**config.mk**
```make
export PLATFORM = sky130hd
export DESIGN_NAME = mux_n_to_1_pipe
export DESIGN_NICKNAME = d
export VERILOG_FILES = /design/src/rtl/mux_n_to_1_pipe.sv
export SDC_FILE = /design/constraint.sdc
export NUM_CORES = 1
export LEC_CHECK = 0
export BUFFER_PORTS_ARGS = -buffer_cell sky130_fd_sc_hd__buf_2
export CORE_ASPECT_RATIO = 0.9
export CORE_MARGIN = 4
export CORE_UTILIZATION = 38
export DETAILED_ROUTE_END_ITERATION = 7
export HOLD_SLACK_MARGIN = 0.15
export PLACE_DENSITY = 0.79
export SLEW_MARGIN = 20
export SYNTH_ARGS = -nofsm -noshare
export SYNTH_HDL_FRONTEND = slang
export SYNTH_SLANG_ARGS = --single-unit
```
**constraint.sdc**
```tcl
create_clock -name clk -period 1 [get_ports clk]
set_input_delay 0.2 -clock clk [delete_from_list [all_inputs] [get_ports clk]]
set_output_delay 0.2 -clock clk [all_outputs]
set_load 0.01 [all_outputs]
```
**src/rtl/mux_n_to_1_pipe.sv**
```systemverilog
// N-input, WIDTH-bit registered selector with valid/ready handshake and illegal-select flagging.
// Define MUX_ERR_CNT_EN to build the saturating illegal-select counter behind err_count.
module mux_n_to_1_pipe #(
    parameter int              WIDTH   = 32,
    parameter int              INPUTS  = 3,
    parameter int              SEL_W   = 2,
    parameter logic [WIDTH-1:0] DEFAULT = '0
) (
    input  logic                    clk,
    input  logic                    reset,
    input  logic [INPUTS*WIDTH-1:0] inputs,
    input  logic [SEL_W-1:0]        signal,
    input  logic                    in_valid,
    output logic                    in_ready,
    output logic [WIDTH-1:0]        result,
    output logic                    out_valid,
    input  logic                    out_ready,
    output logic                    sel_error,
    output logic [7:0]              err_count
);

    typedef enum logic {
        EMPTY = 1'b0,
        FULL  = 1'b1
    } state_t;

    state_t           state_reg;
    logic [WIDTH-1:0] result_reg;
    logic             sel_error_reg;

    logic [INPUTS-1:0] hit;
    logic [WIDTH-1:0]  slot [INPUTS];
    logic [WIDTH-1:0]  sel_data;
    logic              illegal;
    logic              load;
    logic              drain;

    // One-hot decode of the select; no hit at all means the code is out of range.
    generate
        for (genvar gi = 0; gi < INPUTS; gi++) begin : g_slot
            assign slot[gi] = inputs[gi*WIDTH +: WIDTH];
            assign hit[gi]  = (signal == SEL_W'(gi));
        end
    endgenerate

    always_comb begin
        sel_data = DEFAULT;
        for (int k = 0; k < INPUTS; k++) begin
            if (hit[k]) begin
                sel_data = slot[k];
            end
        end
    end

    assign illegal  = ~|hit;
    assign in_ready = !reset && ((state_reg == EMPTY) || out_ready);
    assign load     = in_valid && in_ready;
    assign drain    = (state_reg == FULL) && out_ready;

    always_ff @(posedge clk) begin
        if (reset) begin
            state_reg     <= EMPTY;
            result_reg    <= '0;
            sel_error_reg <= 1'b0;
        end else begin
            if (load) begin
                result_reg <= sel_data;
                state_reg  <= FULL;
                if (illegal) begin
                    sel_error_reg <= 1'b1;
                end
            end else if (drain) begin
                // Result keeps its last value once consumed.
                state_reg <= EMPTY;
            end
        end
    end

    assign result    = result_reg;
    assign out_valid = (state_reg == FULL);
    assign sel_error = sel_error_reg;

`ifdef MUX_ERR_CNT_EN
    logic [7:0] err_count_reg;

    always_ff @(posedge clk) begin
        if (reset) begin
            err_count_reg <= 8'd0;
        end else if (load && illegal && (err_count_reg != 8'hFF)) begin
            err_count_reg <= err_count_reg + 8'd1;
        end
    end

    assign err_count = err_count_reg;
`else
    assign err_count = 8'd0;
`endif

endmodule
```
# == Yosys cells after proc, flatten, opt, wreduce, memory -nomap -nowiden ==
# Cells that the tools add are included.
# classes
addsub,0
n_bitwise,2
eq_ne,2
order_cmp,0
reduce_logical,9
muxes,5
div,0
shift,0
n_mul,0
# ops
operator,n
$mux W32,3
$logic_and A1 B1 Y1,3
$reduce_or A3 Y1,1
$eq A2 B1 Y1 const B,1
$eq A2 B2 Y1 const B,1
$logic_not A2 Y1,1
$mux W1,2
$not A1 Y1,2
$reduce_and A2 Y1,1
$reduce_bool A2 Y1,1
$logic_not A1 Y1,1
$logic_or A1 B1 Y1,1
# word_totals
romBits,0
ff_bits,34
ram_bits,0
latch_bits,0
n_memories,0

# == Depth between registers and ports, before layout ==
# depth
ltp_word,5
depth_mapped,6

# == Least setup slack after synthesis ==
# Ideal clock, no wire load.
# synth_path
kind,register to register
start,"register state_reg, in the netlist out_valid"
end,"register result_reg[0], in the netlist result[0]"
path_stages_with_launch,5
n_path_buf,1
path_slack_ps,-26
t_arrival_ps,954
t_required_ps,928
synth_period_minus_slack_ps,1026
cell_sequence,dfxtp_1 -> nand2b_1 -> nand2_4 -> buf_4 -> mux2i_1
# synth_between
elab_chain_cells,4
# synth_lines
element,line_no,rtl
"start, declared",27,state_t state_reg;
"start signal, assigned",62,state_reg <= EMPTY;
"start signal, assigned",68,state_reg <= FULL;
"start signal, assigned",74,state_reg <= EMPTY;
$not A1 Y1,56,assign in_ready = !reset && ((state_reg == EMPTY) || out_ready);
$logic_or A1 B1 Y1,56,
$logic_and A1 B1 Y1,56,
$logic_and A1 B1 Y1,57,assign load = in_valid && in_ready;
"end signal, assigned",67,result_reg <= sel_data;
"end, declared",28,logic [WIDTH-1:0] result_reg;
# Every way passes these cells.
# A chain may end at the register's enable or synchronous reset.

# == Worst setup path in the final report ==
# layout_path
start,"register state_reg, in the netlist out_valid"
end,"register result_reg[30], in the netlist result[30]"
# Same word-level chain as after synthesis.

==> metrics.cfg <==
[outcome]
status=complete, but fails checks
violations=setup timing

[pwr]
power_density_mw_per_mm2=1140
ir_worst_vdd_uv=590
power.leakage_nw=1.74
power.total_mw=3.61

[routing]
vias=2017
drtPass1Iterations=4
drt_iter0_markers=38
viasPerCell=4.93
wl_per_cell_um=14.6
wirelength_um=5990
ant_nets=0
remaining_drc_errors=0

[final_layout]
area_growth_syn_to_layout_pct=44.8
most-common-layout-cells=buf_2, mux2i_1, nand2b_1, dfxtp_1, a2bb2oi_1
fill_cells=474
largest_register_ffs=32
fin_nets=443
layout-drive-gt1-share=0.544
stdcell_count=409
postLayoutCoreUtil=0.585
final_common_cell=buf_2
final_area_sq_mm=0.00316
antenna_cells=0

[setup_path]
crit_chain=buf_4, nand2b_4, nand2_8, buf_12, buf_16, mux2i_1
critPathTopFamily=buffers and inverters
critPathSlowestCell=dfxtp_2
rrSetupSlack_ps=-140
crit_type=flop to flop
r2r_start=out_valid
critical_path_buf_inv_count=3
slowest_delay_ps=320
critPathLaunchType=flop
r2r_cells=6
end_kind=flop
cp_max_fo=5
worst_ep_arrival_time_ps=1310
required_ps=1170
r2r-end=result[30]

[global_routing]
grt_pass1_wl_um=9220
grt_most_used_layer=met2
grt_use_total=0.170
grt_max_degree=19
grtUsageMet3=0.0588
antenna_found_initial=0
grt_use_met1=0.185
grtUsageMet2=0.308
overflow=0
grt_pass1_vias=2026

[placed_design]
pre_cts_ws_ps=-167
hpwlAfterDp_um=4580
dpl_cell_area_sq_mm=0.00290
gp_congestion=0.777
io_buffers=136
dp_cells=395

[min_path]
worstHoldEndpoint=out_valid
hold_start=in_valid
hold_path.class=input port to flop
holdPathStages=3

[die]
num_rows=25
die_w_um=87.9
ios=145
dieArea_sq_mm=0.00703
core_area_sq_mm=0.00541
initial_utilization=0.404
fp.dieH_um=79.9

[clocking]
clockBufferDepth=2
cts_tree=built
clk_latency_ps=280
cts_buffers=5
numClockSinks=34
clk_pin_slew_worst_paths_ps=70
cts_htree_levels=2
clockRootBuffer=clkbuf_8
hold_buffers=0

[timing]
setup_tns_ps=-2000
fin_crit_sh=1.14
skew_ps=5.17
hold_viol_final=0
holdWs_ps=159
setup_violations=34
timing.fmax_mhz=877
final.min_clock_period_ps=1140
slew_violations=0
rsz0062_at_grt=yes
setup_slack_ps=-140

[logic_synthesis]
avgSynthCellArea_sq_um=11.0
yosys_register_bits=34
synthCells=199
synth_area_leaders=dfxtp_1, mux2i_1, nand2b_1
yosysWarnings=0
syn_area_sq_mm=0.00218
yosysUniqueCellTypes=17
synth_top_area_cell=dfxtp_1
ys_seq_area_frac=0.312
synth_top_area_share=0.312

[job]
drv_cap=0

==> cell families after synthesis <==
logic type / share of synthesized area
multiplexers: 0.293
AND/OR/NAND/NOR: 0.122
flip-flops: 0.312
AO/OA/AOI/OAI: 0.161
buffers and inverters: 0.111
other: 0.00172
==> how the worst max path moves through the flow <==
stage | start | to | depth (start not counted)
after CTS | out_valid | in_ready | 3
after global routing | out_valid | in_ready | 3
after floorplan | signal[0] | result[10] | 5
after detailed placement | signal[0] | result[3] | 5
final | out_valid | result[30] | 6
after global placement | signal[0] | result[3] | 5
==> cell type report <==
| type | count | area (sq um) | area share |
|---|---|---|---|
| Clock buffer | 7 | 86.3 | 0.0273 |
| Clock inverter | 1 | 5.00 | 0.00158 |
| Multi-Input combinational cell | 146 | 1320 | 0.418 |
| Sequential cell | 34 | 691 | 0.218 |
| Tap cell | 67 | 83.8 | 0.0265 |
| Timing Repair Buffer | 154 | 975 | 0.308 |
==> power by group <==
group | total [mW] | switching, mW | internal, mW | leakage, nW
Combinational | 1.05 | 0.444 | 0.606 | 1.40
Sequential | 1.51 | 0.0506 | 1.46 | 0.282
Clock | 1.05 | 0.494 | 0.556 | 0.0482
==> per-layer routing <==
| metal | share of wire | up-vias |
|---|---|---|
| met4 | 0.011 | 0 |
| li1 | - | 986 |
| met5 | 0 | - |
| met2 | 0.49 | 99 |
| met3 | 0.11 | 6 |
| met1 | 0.38 | 926 |
==> cells in the mapped netlist <==
cell type  number
mux2i_1        64
dfxtp_1        34
nand2b_1       33
a2bb2oi_1      22
a2bb2oi_2      10
buf_4           9
buf_6           7
clkbuf_1        4
nor2_1          4
buf_12          2
buf_2           2
buf_8           2
nor2b_4         2
a41oi_1         1
conb_1          1
nand2_4         1
nor2b_1         1
==> worst reg2reg max path, cell delays in order, from the launching register on <==
cell and delay, ps:
dfxtp_2 320, buf_4 140, nand2b_4 90, nand2_8 100, buf_12 150, buf_16 120, mux2i_1 110
==> timing repair <==
action,4_1_cts,5_1_grt
cloned,3,0
pin swaps,1,2
resized for setup,11,9
buffers inserted,3,1
setup endpoints to repair,34,41
Note: power is estimated with default switching activity, not from simulation.
